**src/rtl/div_pkg.sv**
```systemverilog
// Shared types and helpers for the pipelined restoring divider.
package div_pkg;

    // Per-operation flags carried alongside the datapath.
    typedef struct packed {
        logic dz;      // divisor was zero
        logic ovf;     // most-negative / -1 in signed mode
        logic sign_q;  // quotient must be negated at the end
        logic sign_r;  // remainder must be negated at the end
    } div_flags_t;

    // Number of register stages for a given row grouping.
    function automatic int unsigned div_latency(input int unsigned a_width,
                                                input int unsigned stages_per_reg);
        return (a_width + stages_per_reg - 1) / stages_per_reg;
    endfunction

endpackage

```
**src/rtl/div_pipe_stage.sv**
```systemverilog
// One registered group of restoring-division rows. The last stage also applies the
// signed fixup and overflow/divide-by-zero overrides before its output register.
module div_pipe_stage
    import div_pkg::*;
#(
    parameter int unsigned A_WIDTH   = 16,
    parameter int unsigned B_WIDTH   = 16,
    parameter int unsigned TAG_WIDTH = 4,
    parameter int unsigned ROWS      = 4,
    parameter bit          LAST      = 1'b0
) (
    input  logic                 clk,
    input  logic                 nreset,
    input  logic                 i_en,
    input  logic                 i_valid,
    input  logic [B_WIDTH-1:0]   i_rem,
    input  logic [A_WIDTH-1:0]   i_dvd,
    input  logic [A_WIDTH-1:0]   i_quo,
    input  logic [B_WIDTH-1:0]   i_dvs,
    input  div_flags_t           i_flags,
    input  logic [TAG_WIDTH-1:0] i_tag,
    output logic                 o_valid,
    output logic [B_WIDTH-1:0]   o_rem,
    output logic [A_WIDTH-1:0]   o_dvd,
    output logic [A_WIDTH-1:0]   o_quo,
    output logic [B_WIDTH-1:0]   o_dvs,
    output div_flags_t           o_flags,
    output logic [TAG_WIDTH-1:0] o_tag
);

    localparam logic [A_WIDTH-1:0] A_MIN = {1'b1, {(A_WIDTH-1){1'b0}}};

    logic                 r_valid;
    logic [B_WIDTH-1:0]   r_rem;
    logic [A_WIDTH-1:0]   r_dvd;
    logic [A_WIDTH-1:0]   r_quo;
    logic [B_WIDTH-1:0]   r_dvs;
    div_flags_t           r_flags;
    logic [TAG_WIDTH-1:0] r_tag;

    logic [B_WIDTH-1:0]   w_rem;
    logic [A_WIDTH-1:0]   w_dvd;
    logic [A_WIDTH-1:0]   w_quo;
    logic [B_WIDTH-1:0]   w_rem_fix;
    logic [A_WIDTH-1:0]   w_quo_fix;

    // Restoring rows: shift in the next dividend bit, subtract the divisor when it fits.
    always_comb begin : rows
        logic [B_WIDTH:0] w_trial;
        logic [B_WIDTH:0] w_diff;
        w_trial = '0;
        w_diff  = '0;
        w_rem   = i_rem;
        w_dvd   = i_dvd;
        w_quo   = i_quo;
        for (int k = 0; k < int'(ROWS); k++) begin
            w_trial = {w_rem, w_dvd[A_WIDTH-1]};
            w_dvd   = {w_dvd[A_WIDTH-2:0], 1'b0};
            if (w_trial >= {1'b0, i_dvs}) begin
                w_diff = w_trial - {1'b0, i_dvs};
                w_rem  = w_diff[B_WIDTH-1:0];
                w_quo  = {w_quo[A_WIDTH-2:0], 1'b1};
            end else begin
                w_rem  = w_trial[B_WIDTH-1:0];
                w_quo  = {w_quo[A_WIDTH-2:0], 1'b0};
            end
        end
    end

    // Sign restore and special-case overrides, only in the final stage.
    always_comb begin
        w_quo_fix = w_quo;
        w_rem_fix = w_rem;
        if (LAST) begin
            if (i_flags.ovf) begin
                w_quo_fix = A_MIN;
                w_rem_fix = '0;
            end else if (!i_flags.dz) begin
                // A zero divisor keeps the raw dividend bits as remainder, so no fixup there.
                if (i_flags.sign_q) begin
                    w_quo_fix = -w_quo;
                end
                if (i_flags.sign_r) begin
                    w_rem_fix = -w_rem;
                end
            end
        end
    end

    // Stage register; the whole pipeline advances or holds together on i_en.
    always_ff @(posedge clk or negedge nreset) begin
        if (!nreset) begin
            r_valid <= 1'b0;
            r_rem   <= '0;
            r_dvd   <= '0;
            r_quo   <= '0;
            r_dvs   <= '0;
            r_flags <= '0;
            r_tag   <= '0;
        end else if (i_en) begin
            r_valid <= i_valid;
            r_rem   <= w_rem_fix;
            r_dvd   <= w_dvd;
            r_quo   <= w_quo_fix;
            r_dvs   <= i_dvs;
            r_flags <= i_flags;
            r_tag   <= i_tag;
        end
    end

    assign o_valid = r_valid;
    assign o_rem   = r_rem;
    assign o_dvd   = r_dvd;
    assign o_quo   = r_quo;
    assign o_dvs   = r_dvs;
    assign o_flags = r_flags;
    assign o_tag   = r_tag;

endmodule

```
**src/rtl/pipelined_divider.sv**
```systemverilog
// Streaming integer divider: restoring row array cut into register stages, with a
// global-enable valid/ready handshake, optional signed mode and tag passthrough.
module pipelined_divider
    import div_pkg::*;
#(
    parameter int unsigned A_WIDTH        = 16,
    parameter int unsigned B_WIDTH        = 16,
    parameter int unsigned STAGES_PER_REG = 4,
    parameter int unsigned SIGNED         = 0,
    parameter int unsigned TAG_WIDTH      = 4
) (
    input  logic                 clk,
    input  logic                 nreset,
    input  logic                 in_valid,
    output logic                 in_ready,
    input  logic [A_WIDTH-1:0]   in_a,
    input  logic [B_WIDTH-1:0]   in_b,
    input  logic [TAG_WIDTH-1:0] in_tag,
    output logic                 out_valid,
    input  logic                 out_ready,
    output logic [A_WIDTH-1:0]   out_q,
    output logic [B_WIDTH-1:0]   out_r,
    output logic [TAG_WIDTH-1:0] out_tag,
    output logic                 out_dz,
    output logic                 out_ovf
);

    localparam int unsigned        L         = div_latency(A_WIDTH, STAGES_PER_REG);
    localparam bit                 IS_SIGNED = (SIGNED != 0);
    localparam logic [A_WIDTH-1:0] A_MIN     = {1'b1, {(A_WIDTH-1){1'b0}}};
    localparam logic [B_WIDTH-1:0] B_ONES    = '1;

    logic                 w_en;
    logic                 w_dz;
    logic                 w_ovf;
    logic                 w_a_neg;
    logic                 w_b_neg;
    logic [A_WIDTH-1:0]   w_a_mag;
    logic [B_WIDTH-1:0]   w_b_mag;
    div_flags_t           w_flags0;

    logic                 w_valid [0:L];
    logic [B_WIDTH-1:0]   w_rem   [0:L];
    logic [A_WIDTH-1:0]   w_dvd   [0:L];
    logic [A_WIDTH-1:0]   w_quo   [0:L];
    logic [B_WIDTH-1:0]   w_dvs   [0:L];
    div_flags_t           w_flags [0:L];
    logic [TAG_WIDTH-1:0] w_tag   [0:L];

    logic                 w_unused;

    // No bubble collapsing: everything moves only when the output slot can drain.
    assign w_en     = !out_valid || out_ready;
    assign in_ready = w_en;

    // Operand preparation: magnitudes, recorded signs and special-case flags.
    always_comb begin
        w_dz     = (in_b == '0);
        w_a_neg  = IS_SIGNED && in_a[A_WIDTH-1];
        w_b_neg  = IS_SIGNED && in_b[B_WIDTH-1];
        w_ovf    = IS_SIGNED && (in_a == A_MIN) && (in_b == B_ONES);
        // Raw dividend on divide-by-zero so its low bits emerge unchanged as remainder.
        w_a_mag  = (w_a_neg && !w_dz) ? -in_a : in_a;
        w_b_mag  = w_b_neg ? -in_b : in_b;
        w_flags0        = '0;
        w_flags0.dz     = w_dz;
        w_flags0.ovf    = w_ovf;
        w_flags0.sign_q = w_a_neg ^ w_b_neg;
        w_flags0.sign_r = w_a_neg;
    end

    assign w_valid[0] = in_valid;
    assign w_rem[0]   = '0;
    assign w_dvd[0]   = w_a_mag;
    assign w_quo[0]   = '0;
    assign w_dvs[0]   = w_b_mag;
    assign w_flags[0] = w_flags0;
    assign w_tag[0]   = in_tag;

    for (genvar s = 0; s < int'(L); s++) begin : g_stage
        // The final stage absorbs any leftover rows.
        localparam int unsigned ROWS = ((s + 1) * STAGES_PER_REG <= A_WIDTH) ?
                                       STAGES_PER_REG : A_WIDTH - s * STAGES_PER_REG;

        div_pipe_stage #(
            .A_WIDTH   (A_WIDTH),
            .B_WIDTH   (B_WIDTH),
            .TAG_WIDTH (TAG_WIDTH),
            .ROWS      (ROWS),
            .LAST      (s == int'(L) - 1)
        ) u_stage (
            .clk     (clk),
            .nreset  (nreset),
            .i_en    (w_en),
            .i_valid (w_valid[s]),
            .i_rem   (w_rem[s]),
            .i_dvd   (w_dvd[s]),
            .i_quo   (w_quo[s]),
            .i_dvs   (w_dvs[s]),
            .i_flags (w_flags[s]),
            .i_tag   (w_tag[s]),
            .o_valid (w_valid[s+1]),
            .o_rem   (w_rem[s+1]),
            .o_dvd   (w_dvd[s+1]),
            .o_quo   (w_quo[s+1]),
            .o_dvs   (w_dvs[s+1]),
            .o_flags (w_flags[s+1]),
            .o_tag   (w_tag[s+1])
        );
    end

    assign out_valid = w_valid[L];
    assign out_q     = w_quo[L];
    assign out_r     = w_rem[L];
    assign out_tag   = w_tag[L];
    assign out_dz    = w_flags[L].dz;
    assign out_ovf   = w_flags[L].ovf;

    // Final-stage leftovers that have no consumer.
    assign w_unused = ^{w_dvd[L], w_dvs[L], w_flags[L].sign_q, w_flags[L].sign_r};

endmodule

```
**config.mk**
```make
export PLATFORM = sky130hd
export DESIGN_NAME = pipelined_divider
export DESIGN_NICKNAME = d
export VERILOG_FILES = /design/src/rtl/div_pkg.sv /design/src/rtl/div_pipe_stage.sv /design/src/rtl/pipelined_divider.sv
export SDC_FILE = /design/constraint.sdc
export NUM_CORES = 1
export LEC_CHECK = 0
export BUFFER_PORTS_ARGS = -buffer_cell sky130_fd_sc_hd__buf_2
export CAP_MARGIN = 0
export CORE_MARGIN = 3
export CORE_UTILIZATION = 58
export CTS_CLUSTER_SIZE = 12
export DETAILED_ROUTE_END_ITERATION = 8
export PLACE_DENSITY_LB_ADDON = 0.2
export SYNTH_ARGS = -nofsm -noshare
export SYNTH_HDL_FRONTEND = slang
export SYNTH_SLANG_ARGS = --single-unit
```
**constraint.sdc**
```tcl
create_clock -name clk -period 9.6 [get_ports clk]
set_clock_uncertainty 0.05 [all_clocks]
set_input_delay 1.92 -clock clk [delete_from_list [all_inputs] [get_ports clk]]
set_output_delay 1.92 -clock clk [all_outputs]
set_load 0.02 [all_outputs]
```
* Word level (Yosys, flattened, before mapping)
Cells that the tools add are included.
Word-level totals: flip-flop bits (word level) 200, input port bits 40, output and inout bits 40
Cells by class: add/subtract/negate cells 16, order comparisons 16, mux-type cells 32, reduce and logical (&&, ||, !) cells 3
Operators with widths (count):
- $mux W16 | 16
- $ge A17 B16 Y1 | 15
- $sub A16 B16 Y16 | 15
- $ge A1 B16 Y1 | 1
- $logic_not A16 Y1 | 1
- $mux W1 | 16
- $sub A1 B16 Y16 | 1
- $logic_not A1 Y1 | 1
- $logic_or A1 B1 Y1 | 1

* Depth between registers and ports, before layout
depth in word-level cells 8, depth in mapped cells 49, mapped depth without buffers 43

* By module
From an unflattened synthesis, not the netlist that was laid out.
Second synthesis, totals: cell total of the unflattened synthesis 2851, area, all modules 26417.8 um^2
Modules (own cells, without submodules):
- div_pipe_stage (g_stage[0].u_stage ...) | times used 2, cells an instance 653, area each 6233.5 um^2, sequential area each 1726.7 um^2
- div_pipe_stage (g_stage[3].u_stage) | times used 1, cells an instance 887, area each 7742.4 um^2, sequential area each 1726.7 um^2
- div_pipe_stage (g_stage[1].u_stage) | times used 1, cells an instance 651, area each 6164.7 um^2, sequential area each 1726.7 um^2
- pipelined_divider | times used 1, cells an instance 7, area each 43.8 um^2, sequential area each 0.0 um^2

* Least setup slack after synthesis
OpenSTA, ideal clock, no wires.
path type register -> register, start reg g_stage[2].u_stage.r_dvs[1], end reg g_stage[3].u_stage.r_rem[10], setup time 0.137 ns, data arrival time 9.932 ns, required time 9.413 ns, setup slack -0.519 ns, stages on the path, launching flop included 47, clock period less this slack 10.119 ns, cell sequence dfrtp_1 > inv_1 > ha_1 > nor2b_1 > o21bai_1 > a21oi_2 > o31ai_1 > a22oi_2 > buf_2 > buf_1 > o21ai_0 > inv_1 > ha_1 > nor2b_1 > o31a_1 > o2111ai_1 > a21oi_1 > nor3_1 > [11 not listed] > a211oi_1 > or4b_1 > o22ai_2 > buf_2 > mux2i_1 > ha_1 > nor2b_1 > o21ai_0 > a21boi_0 > o41ai_1 > o22ai_1 > o21ai_0 > a311o_1 > o21ai_0 > mux2i_4 > buf_4 > mux2i_1 > a21oi_1
Between the ends: cells in the longest elaborated chain, start to end 8, elaborated cells between the ends (all ways) 12, classes of those cells add/sub (4); order compare (4); mux (4)
RTL lines:
- from (decl) | RTL line div_pipe_stage.sv:37 | logic [B_WIDTH-1:0] r_dvs;
- from (signal assigned) | RTL line div_pipe_stage.sv:105 | r_dvs <= i_dvs;
- $sub A16 B16 Y16 or $ge A17 B16 Y1 (tied branches) | RTL line div_pipe_stage.sv:60, div_pipe_stage.sv:59
- $mux W16 | RTL line div_pipe_stage.sv:59 | if (w_trial >= {1'b0, i_dvs}) begin
- $sub A16 B16 Y16 or $ge A17 B16 Y1 (tied branches) | RTL line div_pipe_stage.sv:60, div_pipe_stage.sv:59
- $mux W16 | RTL line div_pipe_stage.sv:59
- $sub A16 B16 Y16 or $ge A17 B16 Y1 (tied branches) | RTL line div_pipe_stage.sv:60, div_pipe_stage.sv:59
- $mux W16 | RTL line div_pipe_stage.sv:59
- $sub A16 B16 Y16 or $ge A17 B16 Y1 (tied branches) | RTL line div_pipe_stage.sv:60, div_pipe_stage.sv:59
- $mux W16 (*) | RTL line div_pipe_stage.sv:59
- to (signal assigned) | RTL line div_pipe_stage.sv:102 | r_rem <= w_rem_fix;
- to (decl) | RTL line div_pipe_stage.sv:34 | logic [B_WIDTH-1:0] r_rem;
Every way passes the cells marked *; elsewhere a longest branch is shown, timed or not. A chain may end at the register's enable or synchronous reset.

* Worst setup path in the final report
start reg g_stage[2].u_stage.r_rem[1], end reg g_stage[3].u_stage.r_rem[3]
Between the ends: cells in the longest elaborated chain, start to end 8, elaborated cells between the ends (all ways) 12, classes of those cells add/sub (4); order compare (4); mux (4)
RTL lines (RTL line):
- from (decl) | div_pipe_stage.sv:34
- from (signal assigned) | div_pipe_stage.sv:102
- $sub A16 B16 Y16 or $ge A17 B16 Y1 (tied branches) | div_pipe_stage.sv:60, div_pipe_stage.sv:59
- $mux W16 (*) | div_pipe_stage.sv:59
- $sub A16 B16 Y16 or $ge A17 B16 Y1 (tied branches) | div_pipe_stage.sv:60, div_pipe_stage.sv:59
- $mux W16 (*) | div_pipe_stage.sv:59
- $ge A17 B16 Y1 or $sub A16 B16 Y16 (tied branches) | div_pipe_stage.sv:59, div_pipe_stage.sv:60
- $mux W16 (*) | div_pipe_stage.sv:59
- $sub A16 B16 Y16 or $ge A17 B16 Y1 (tied branches) | div_pipe_stage.sv:60, div_pipe_stage.sv:59
- $mux W16 (*) | div_pipe_stage.sv:59
Marked as above.

==> impl_metrics.yaml <==
grt:
  grt_pass1_vias: 20000
  grt_overflow_total: 0
  grt_pass1_wl_um: 99400
  grt_antenna_before_repair: 0
  grt_max_degree: 196
  track_usage_pct: 30.6
routing:
  drtPass1Iterations: 6
  vias: 21100
  initialDrtViolationCount: 1502
  ant_nets: 0
  routedWlPerCell_um: 17.9
  vias_per_cell: 6.05
  wl_um: 62300
  drc: 0
floorplan:
  die-area_sq_um: 39600
  ioPinCount: 80
  start_util_pct: 58.9
  die_w_um: 199
  die_h_um: 199
  fp.coreArea_sq_um: 36700
  rows: 70
timing:
  finalSetupTns_ns: 0
  setup_viol: 0
  fin_ws_ns: 0.324
  maxSlewViolCount: 0
  relSlewSlack_pct: 38.1
  finalHoldViolations: 0
  max_freq_ghz: 0.108
  fin_crit_sh_pct: 96.6
  rsz0062_at_grt: "yes"
  worstMarginPinSlew_ns: 0.928
  fin_crit_ns: 9.28
clock_network:
  cts_root_buffer: "clkbuf_16"
  htree_num_levels: 4
  cts_buffers: 17
  path_clk_slew_ns: 0.09
  clk_latency_ns: 0.45
  cts.path.max_buffers: 2
  tritoncts: "done"
  clock_sinks: 200
  cts_hold_buf: 0
yosys:
  ys_seq_elements: 200
  synth.avg_cell_area_sq_um: 7.95
  synth_top_area_share_pct: 23.2
  synth_flop_cell: "dfrtp_1"
  syn_nets: 3013
  synthTopCellsByArea: "dfrtp_1 (23%), ha_1 (14%), nand2_1 (6.6%), a21oi_1 (5.0%), mux2_2 (4.8%)"
  yosysTopAreaCell: "dfrtp_1"
  yosys.cell_count.top_type: "nand2_1"
  syn_area_sq_um: 21600
  async_reset_ff_share_pct: 100
  synth_edf_count: 0
  synth_commonest_cells: "nand2_1 (378), ha_1 (242), nor2_1 (224), a21oi_1 (215), dfrtp_1 (200)"
  yosysWarnings: 0
  netlist_instances: 2716
  synth_seq_area_share_pct: 23.2
  yosysUniqueCellTypes: 96
placed_design:
  post-place-ws_ns: -0.253
  place_congestion: 0.985
  port_buffers: 78
  dp_hpwl_um: 48700
worst_setup_path:
  worstPathArrival_ns: 9.52
  path_common_cell: "ha_1"
  path_class: "flop to flop"
  crit_path_top_delay_cell: "or4b_4"
  crit_family: "compound AO/OA/AOI/OAI gates"
  cp.buffers_inverters: 5
  cpPeakStageDelay_ns: 0.53
  worstPathRequired_ns: 9.84
  crit_path_start_kind: "flop"
  cp_max_fo: 7
  crit_path_end_kind: "flop"
final_layout:
  insertedDiodeCount: 0
  drive_gt1_share_pct: 20.6
  num-nets-final: 3296
  fillCellCount: 2993
  area.growth.synth_to_final_pct: 18.6
flow_run:
  cap_violations: 0
outcome:
  status: "finished, final reports clean"
min_path:
  hp-class: "flop to flop"
[worst reg2reg max path, delay by kind of cell (launching register included)]
family / cells / cell delay [ns]
muxes: 5 / 1.57
buffers and inverters: 5 / 0.70
and+or+nand+nor: 11 / 2.42
AOI/OAI and AO/OA: 16 / 2.85
DFF: 1 / 0.41
adders and majority gates: 4 / 1.13
[final timing paths]
check | slack (ns) | depth (start not counted) | start | to
max | 0.32 | 41 | g_stage[2].u_stage.o_rem[1] | g_stage[3].u_stage.o_rem[3]
min | 0.41 | 2 | g_stage[2].u_stage.o_quo[4] | g_stage[3].u_stage.o_quo[8]
max reg2reg | 0.32 | 41 | g_stage[2].u_stage.o_rem[1] | g_stage[3].u_stage.o_rem[3]
min reg2reg | 0.41 | 2 | g_stage[2].u_stage.o_quo[4] | g_stage[3].u_stage.o_quo[8]
max in group asynchronous | 6.27 | 3 | nreset | g_stage[1].u_stage.o_rem[13]
min in group asynchronous | 1.41 | 1 | nreset | g_stage[3].u_stage.o_rem[13]
[what timing repair did]
action | in CTS | in global routing
setup endpoints to repair | 16 | 68
buffers inserted | 1 | 19
pin swaps | 3 | 36
resized for setup | 11 | 122
cloned | 0 | 6
[cells by family after synthesis]
family          synth area share (%)
mux                             8.45
compound gates                  22.1
other cells                   0.0174
flops                           23.2
fa+ha+maj                       15.4
xor+xnor                        5.92
simple gates                    20.2
buf+inv                         4.80
[metrics by stage]
step	util (%)	cell area [sq um]	hold WS, ns	cells
2_1_floorplan	-	21700	0.380	2716
3_3_place_gp	65.9	24200	0.395	3422
3_5_place_dp	65.9	24200	0.399	3422
4_1_cts	67.7	24900	0.417	3455
5_1_grt	69.8	25600	0.438	3480
6_report	69.8	25600	0.411	3480
[state kept, by name, summed over array words and instances (netlist names)]
| register | count |
|---|---|
| g_stage.u_stage.o_dvd | 24 |
| g_stage.u_stage.o_dvs | 48 |
| g_stage.u_stage.o_flags | 4 |
| g_stage.u_stage.o_quo | 40 |
| g_stage.u_stage.o_rem | 64 |
| g_stage.u_stage.o_tag | 16 |
| g_stage.u_stage.o_valid | 4 |
[area by class of cell]
type	instances	area [sq um]	area share [%]
Clock buffer	17	425	1.66
Sequential cell	200	5000	19.5
Inverter	166	631	2.46
Clock inverter	15	199	0.776
Tap cell	468	586	2.29
Timing Repair Buffer	354	2630	10.3
Multi-Input combinational cell	2260	16200	63.0
[layer usage]
layer	vias up	GRT usage [%]	part of all wire, %
li1	10300	-	-
met4	0	9.76	2.8
met1	10100	40.3	44
met2	534	53.2	49
met3	114	2.68	3.7
met5	-	0	0
[cell usage in the layout (no fill, tap or decap), types with 18 or more instances in the layout]
cell type	synthesis	final
a31oi_1	19	19
a21oi_2	1	18
a21oi_1	215	198
nand3_1	61	60
o21bai_1	24	23
o21a_1	45	45
a21o_1	67	67
nor2_1	224	222
buf_4	3	259
nor3_1	70	64
ha_1	242	224
o21ai_0	175	158
nor2b_1	40	37
and3_1	20	18
mux2i_1	71	65
xor2_1	48	48
dfrtp_1	200	200
buf_2	18	78
nand2_1	378	378
inv_1	166	158
nand2b_1	21	21
mux2_2	93	91
nor4_1	29	28
clkbuf_16	0	20
a211oi_1	30	22
nand4_1	36	36
xnor2_1	98	98
Power is left out: the tool's default activity adds up to more than one toggle a clock period on the data nets, which glitch-free logic cannot reach.
